[src/rtl/scan_decoder_if.sv]
`default_nettype none
// ============================================================================
// Module      : scan_decoder_if
// Description : Control/select bundle between a scan_decoder and its driver.
// Revision    : 1.0 - initial release
// ============================================================================
interface scan_decoder_if #(
    parameter int ADDR_W = 2
);
    localparam int OUT_W = 2 ** ADDR_W;

    logic              enable;
    logic              start;
    logic              scan;
    logic [ADDR_W-1:0] addr;
    logic [OUT_W-1:0]  sel;
    logic [ADDR_W-1:0] cur_addr;
    logic              busy;
    logic              done;

    modport master (
        output enable, start, scan, addr,
        input  sel, cur_addr, busy, done
    );

    modport slave (
        input  enable, start, scan, addr,
        output sel, cur_addr, busy, done
    );
endinterface
`default_nettype wire

[src/rtl/scan_decoder.sv]
`default_nettype none
// ============================================================================
// Module      : scan_decoder
// Description : Registered one-hot/thermometer address decoder with an
//               auto-increment scan mode.
// Revision    : 1.0 - initial release
// ============================================================================
module scan_decoder #(
    parameter int ADDR_W = 2,
    parameter int THERMO = 0
) (
    input  wire logic     clk,
    input  wire logic     reset_n,
    scan_decoder_if.slave bus
);
    localparam int OUT_W = 2 ** ADDR_W;

    localparam logic [1:0] c_st_idle   = 2'd0;
    localparam logic [1:0] c_st_direct = 2'd1;
    localparam logic [1:0] c_st_scan   = 2'd2;

    localparam logic [ADDR_W-1:0] c_last_addr = ADDR_W'(OUT_W - 1);

    logic [1:0]        r_state;
    logic [ADDR_W-1:0] r_cur_addr;
    logic [OUT_W-1:0]  r_sel;
    logic              r_busy;
    logic              r_done;

    logic [1:0]        w_state_nxt;
    logic [ADDR_W-1:0] w_addr_nxt;
    logic              w_show;
    logic              w_busy_nxt;
    logic              w_done_nxt;
    logic              w_go;
    logic [OUT_W-1:0]  w_dec;

    // Decode the address that will be held after the edge, so sel is
    // registered together with cur_addr.
    genvar k;
    generate
        for (k = 0; k < OUT_W; k++) begin : g_dec
            localparam logic [ADDR_W-1:0] c_k = ADDR_W'(k);
            if (THERMO != 0) begin : g_thermo
                assign w_dec[k] = (c_k <= w_addr_nxt);
            end else begin : g_onehot
                assign w_dec[k] = (c_k == w_addr_nxt);
            end
        end
    endgenerate

    always_comb begin
        w_go        = bus.enable & bus.start;
        w_state_nxt = r_state;
        w_addr_nxt  = r_cur_addr;
        w_show      = 1'b0;
        w_busy_nxt  = 1'b0;
        w_done_nxt  = 1'b0;
        case (r_state)
            c_st_idle, c_st_direct: begin
                if (w_go) begin
                    w_addr_nxt = bus.addr;
                    w_show     = 1'b1;
                    if (bus.scan) begin
                        w_state_nxt = c_st_scan;
                        w_busy_nxt  = 1'b1;
                        w_done_nxt  = (bus.addr == c_last_addr);
                    end else begin
                        w_state_nxt = c_st_direct;
                    end
                end else if (r_state == c_st_direct) begin
                    if (bus.enable) begin
                        w_show = 1'b1;
                    end else begin
                        w_state_nxt = c_st_idle;
                    end
                end
            end
            c_st_scan: begin
                // Start requests are ignored here; enable low only pauses.
                w_busy_nxt = 1'b1;
                if (bus.enable) begin
                    if (r_cur_addr == c_last_addr) begin
                        w_state_nxt = c_st_idle;
                        w_busy_nxt  = 1'b0;
                    end else begin
                        w_addr_nxt = r_cur_addr + ADDR_W'(1);
                        w_show     = 1'b1;
                        w_done_nxt = (w_addr_nxt == c_last_addr);
                    end
                end
            end
            default: begin
                w_state_nxt = c_st_idle;
            end
        endcase
    end

    always_ff @(posedge clk or negedge reset_n) begin
        if (!reset_n) begin
            r_state    <= c_st_idle;
            r_cur_addr <= '0;
            r_sel      <= '0;
            r_busy     <= 1'b0;
            r_done     <= 1'b0;
        end else begin
            r_state    <= w_state_nxt;
            r_cur_addr <= w_addr_nxt;
            r_sel      <= w_show ? w_dec : '0;
            r_busy     <= w_busy_nxt;
            r_done     <= w_done_nxt;
        end
    end

    assign bus.sel      = r_sel;
    assign bus.cur_addr = r_cur_addr;
    assign bus.busy     = r_busy;
    assign bus.done     = r_done;

endmodule
`default_nettype wire

[src/flat_wrapper.sv]
// flat-port wrapper written by rule: the top's interface ports become plain ports
module scan_decoder_flat 
#(
    parameter int ADDR_W = 2,
    parameter int THERMO = 0
)
  (clk, reset_n, bus_enable, bus_start, bus_scan, bus_addr, bus_sel, bus_cur_addr, bus_busy, bus_done);
  scan_decoder_if #(.ADDR_W(ADDR_W)) bus_i ();
  input  wire logic clk;
  input  wire logic reset_n;
  input wire logic [$bits(bus_i.enable)-1:0] bus_enable;
  input wire logic [$bits(bus_i.start)-1:0] bus_start;
  input wire logic [$bits(bus_i.scan)-1:0] bus_scan;
  input wire logic [$bits(bus_i.addr)-1:0] bus_addr;
  output wire logic [$bits(bus_i.sel)-1:0] bus_sel;
  output wire logic [$bits(bus_i.cur_addr)-1:0] bus_cur_addr;
  output wire logic [$bits(bus_i.busy)-1:0] bus_busy;
  output wire logic [$bits(bus_i.done)-1:0] bus_done;
  assign bus_i.enable = bus_enable;
  assign bus_i.start = bus_start;
  assign bus_i.scan = bus_scan;
  assign bus_i.addr = bus_addr;
  assign bus_sel = bus_i.sel;
  assign bus_cur_addr = bus_i.cur_addr;
  assign bus_busy = bus_i.busy;
  assign bus_done = bus_i.done;
  scan_decoder #(.ADDR_W(ADDR_W), .THERMO(THERMO)) u_core (.clk(clk), .reset_n(reset_n), .bus(bus_i));
endmodule
[config.mk]
export PLATFORM = sky130hd
export DESIGN_NAME = scan_decoder_flat
export DESIGN_NICKNAME = d
export VERILOG_FILES = /design/src/rtl/scan_decoder_if.sv /design/src/rtl/scan_decoder.sv /design/src/flat_wrapper.sv
export SDC_FILE = /design/constraint.sdc
export NUM_CORES = 1
export LEC_CHECK = 0
export CORE_AREA = 8 8 45 47
export CTS_BUF_LIST = sky130_fd_sc_hd__clkbuf_2 sky130_fd_sc_hd__clkbuf_4 sky130_fd_sc_hd__clkbuf_8
export CTS_CLUSTER_SIZE = 14
export DETAILED_ROUTE_END_ITERATION = 8
export DIE_AREA = 0 0 53 55
export PLACE_DENSITY = 0.67
export SLEW_MARGIN = 30
export SYNTH_ARGS = -nofsm -noshare
export SYNTH_HDL_FRONTEND = slang
export SYNTH_SLANG_ARGS = --single-unit
[constraint.sdc]
create_clock -name clk -period 1.7 [get_ports clk]
set_input_delay 0.34 -clock clk [delete_from_list [all_inputs] [get_ports clk]]
set_output_delay 0.34 -clock clk [all_outputs]
set_load 0.02 [all_outputs]
==> impl_metrics.yaml, run 1 <==
run_status:
  outcome: "complete, no violations"
place:
  detailed_place.area_sq_um: 698
  dpl.hpwl_um: 907
  dpl.cell_count: 85
  finalWeightedCongestion: 0.811
  place.port_buffers: 14
critical_path:
  required_time_at_the_endpoint_of_the_critical_path_ps: 1360
  timing.critical_path.to_type: "primary output"
  worstReg2RegEnd: "u_core.bus.sel[1]"
  path_cells: "clkdlybuf4s50_1"
  critical_path_class: "reg2out"
  r2r_setup_slack_ps: 260
  reg2regPathDepth: 5
  cp_slowest_stage_delay_ps: 610
  timing.critical_path.arrival_ps: 1220
  path_delay_family: "buffers and inverters"
  worst-path-max-fanout: 2
  slowest_cell_on_crit_path: "sky130_fd_sc_hd__clkdlybuf4s50_1"
  number_of_buffer_and_inverter_instances_along_the_worst_setup_path: 1
  critical_path.reg2reg.startpoint: "u_core.r_state[1]"
  start_kind: "flop"
yosys:
  count_of_flip_flops_with_a_built_in_enable_after_synthesis: 0
  postSynthCellCount: 52
  synth_top_area_cell: "sky130_fd_sc_hd__dfrtp_1"
  synthTopCellsByCount: "sky130_fd_sc_hd__dfrtp_1, sky130_fd_sc_hd__a21oi_1, sky130_fd_sc_hd__inv_1"
  mappedNetlistArea_sq_um: 510
  synth_flop_cell: "sky130_fd_sc_hd__dfrtp_1"
  yosys.area.top_type_share_pct: 49.0
  syn_nets: 59
  proportion_of_register_bits_with_asynchronous_set_or_reset_after_synthesis_pct: 100
  ys_seq_area_share_pct: 49.0
  synth_most_common_cell: "sky130_fd_sc_hd__dfrtp_1"
  postSynthRegisterBits: 10
  synth.distinct_cells: 24
  ys_top_cells_by_area: "sky130_fd_sc_hd__dfrtp_1, sky130_fd_sc_hd__a21oi_1, sky130_fd_sc_hd__inv_1"
  synth_area_per_cell_sq_um: 9.82
  yosys_warnings: 0
floorplanning:
  pin_count: 15
  core_region_area_sq_mm: 0.00138
  chipHeight_um: 55
  floorplan.rows: 14
  initial_utilization_pct: 36.9
  floorplan.die_area_sq_mm: 0.00292
  die_w_um: 53
routing:
  routed_via_density: 5.18
  route.antenna.remaining_nets: 0
  post_drt_wl_per_cell_um: 12.6
  num_vias: 461
  drt_first_iter_violations: 12
  remaining_drc_errors: 0
  dr.pass1.iters: 4
  detail_route.wirelength_um: 1120
global_route:
  global_route.usage.met1_pct: 9.30
  gr-usage-met3_pct: 3.48
  gr-max-usage-layer: "met2"
  groute.usage.overall_pct: 8.64
  met2_usage_pct: 14.1
  grt_start_max_net_pins: 11
  grt_first_pass_wirelength_um: 1880
  antenna_found_initial: 0
  gr-total-overflow: 0
  first_global_vias: 449
sta:
  finalClockSkew_ps: 4.09
  count_of_final_max_slew_check_failures: 0
  fin_tns_setup_ps: 0
  finalHoldViolCount: 0
  maxClockFrequency_mhz: 641
  finalSetupViolCount: 0
  max_slew.worst_pin.slew_ps: 460
  grt_setup_unrepaired: "no"
  post-route-min-period_ps: 1560
  layout_worst_path_cycle_share_pct: 91.7
  slew_headroom_pct: 69.2
clock_network:
  clk_path_buf_depth: 2
  cts.sink_count: 10
  cts_tree: "built"
  hold_bufs_inserted_after_cts: 0
  cts_buffers: 3
  cts.root.buffer_cell: "sky130_fd_sc_hd__clkbuf_4"
  clk-insertion-delay-late_ps: 270
  clk_pin_slew_worst_paths_ps: 70
  cts-htree-levels: 1
cells_and_area:
  seqCellArea_sq_um: 250
  final_cell_count_no_fill: 89
  drive_gt1_share_pct: 17.8
  areaGrowthSynthToFinish_pct: 43.6
  design_area_sq_um: 733
  finalNetCount: 81
  antenna_cells_inserted: 0
  multi_input_logic_area_sq_um: 224
  filler_cell_count: 139
power:
  cellLeakagePower_nw: 0.329
  power_density_mw_per_mm2: 1430
  power.ir.vdd_worst_mv: 0.681
worst_hold_path:
  min-delay-path-class: "in2async"
flow_run:
  maxCapViolCount: 0
-- worst reg2reg max path: stages (launching register included) --
cell and delay (ps):
sky130_fd_sc_hd__dfrtp_1 520, sky130_fd_sc_hd__nand2b_1 150, sky130_fd_sc_hd__o32ai_1 240, sky130_fd_sc_hd__a21oi_1 100
sky130_fd_sc_hd__buf_4 150, sky130_fd_sc_hd__o21a_1 160
-- sequential cells by signal, indices dropped and copies added, names as in the netlist --
signal and cells:
u_core.bus.sel 4, u_core.bus.cur_addr 2, u_core.r_state 2, u_core.bus.busy 1, u_core.bus.done 1
-- per-stage QoR --
stage | setup slack, ps | util (%) | power (mW) | hold WS [ps]
final | 141 | 53.0 | 1.05 | 386
after global routing | 94.8 | 53.0 | 1.11 | 433
after CTS | 116 | 53.0 | 1.06 | 398
after detailed placement | -47.4 | 50.5 | 0.850 | 667
after global placement | 12.2 | 50.5 | 0.851 | 663
after floorplan | 370 | - | 0.631 | 44.4
-- metal layers --
layer	wire length [um]	up-vias	part of all wire [%]
met5	0	-	0
met4	23	0	2.0
met3	98	2	8.7
met2	506	13	45
met1	496	210	44
li1	-	236	-
-- power breakdown --
part | internal [mW] | total (mW) | switching, mW
Sequential | 0.302 | 0.364 | 0.0618
Clock | 0.130 | 0.217 | 0.0868
Combinational | 0.234 | 0.470 | 0.236
-- logic make-up after synthesis --
| kind of cell | share of synthesized area (%) |
|---|---|
| AOI/OAI and AO/OA | 26.7 |
| buffers and inverters | 7.11 |
| DFF | 49.0 |
| and+or+nand+nor | 17.2 |
-- how the worst max path moves through the flow --
stage          depth (start not counted)              startpoint                 to  slack, ps
2_1_floorplan                          4  u_core.bus.cur_addr[0]  u_core.bus.sel[3]        370
3_3_place_gp                           5              bus_enable  u_core.bus.sel[3]         10
3_5_place_dp                           5              bus_enable  u_core.bus.sel[3]        -50
4_1_cts                                1  u_core.bus.cur_addr[0]    bus_cur_addr[0]        120
5_1_grt                                1  u_core.bus.cur_addr[0]    bus_cur_addr[0]         90
6_report                               1  u_core.bus.cur_addr[0]    bus_cur_addr[0]        140
-- layout make-up --
| cell class | count | area share [%] |
|---|---|---|
| clock buffers | 4 | 4.95 |
| inverters | 5 | 2.56 |
| multi-input cells | 34 | 30.5 |
| flip-flops and latches | 10 | 34.1 |
| well taps | 16 | 2.73 |
| repair buffers | 20 | 25.1 |
-- layout by cell type, fill, tap and decap left out, types with 2 or more instances in the layout --
master	n
sky130_fd_sc_hd__buf_4	6
sky130_fd_sc_hd__clkdlybuf4s50_1	13
sky130_fd_sc_hd__nor2b_1	2
sky130_fd_sc_hd__clkbuf_4	3
sky130_fd_sc_hd__a21oi_1	5
sky130_fd_sc_hd__a31oi_1	2
sky130_fd_sc_hd__dfrtp_1	10
sky130_fd_sc_hd__nand2b_1	2
sky130_fd_sc_hd__a31o_2	2
sky130_fd_sc_hd__nor3b_1	2
sky130_fd_sc_hd__inv_1	5
sky130_fd_sc_hd__nand2_1	3
sky130_fd_sc_hd__nand3_1	2
sky130_fd_sc_hd__o32ai_1	2
sky130_fd_sc_hd__o21ai_0	2
-- what timing repair did --
| action | in CTS | in global routing |
|---|---|---|
| buffers inserted | 0 | 0 |
| resized for setup | 1 | 0 |
| endpoints found under the setup margin | 1 | 0 |
No activity file was read; power rests on OpenSTA's default activity.
==> run 2, diff against run 1 <==
--- a/config.mk
+++ b/config.mk
@@ -10,6 +10,7 @@
 export CTS_CLUSTER_SIZE = 14
 export DETAILED_ROUTE_END_ITERATION = 8
 export DIE_AREA = 0 0 53 55
+export GPL_TIMING_DRIVEN = 1
 export PLACE_DENSITY = 0.67
 export SLEW_MARGIN = 30
 export SYNTH_ARGS = -nofsm -noshare
==> results of run 2 <==
No change in the layout: final DEF, timing and power equal those of run 1.
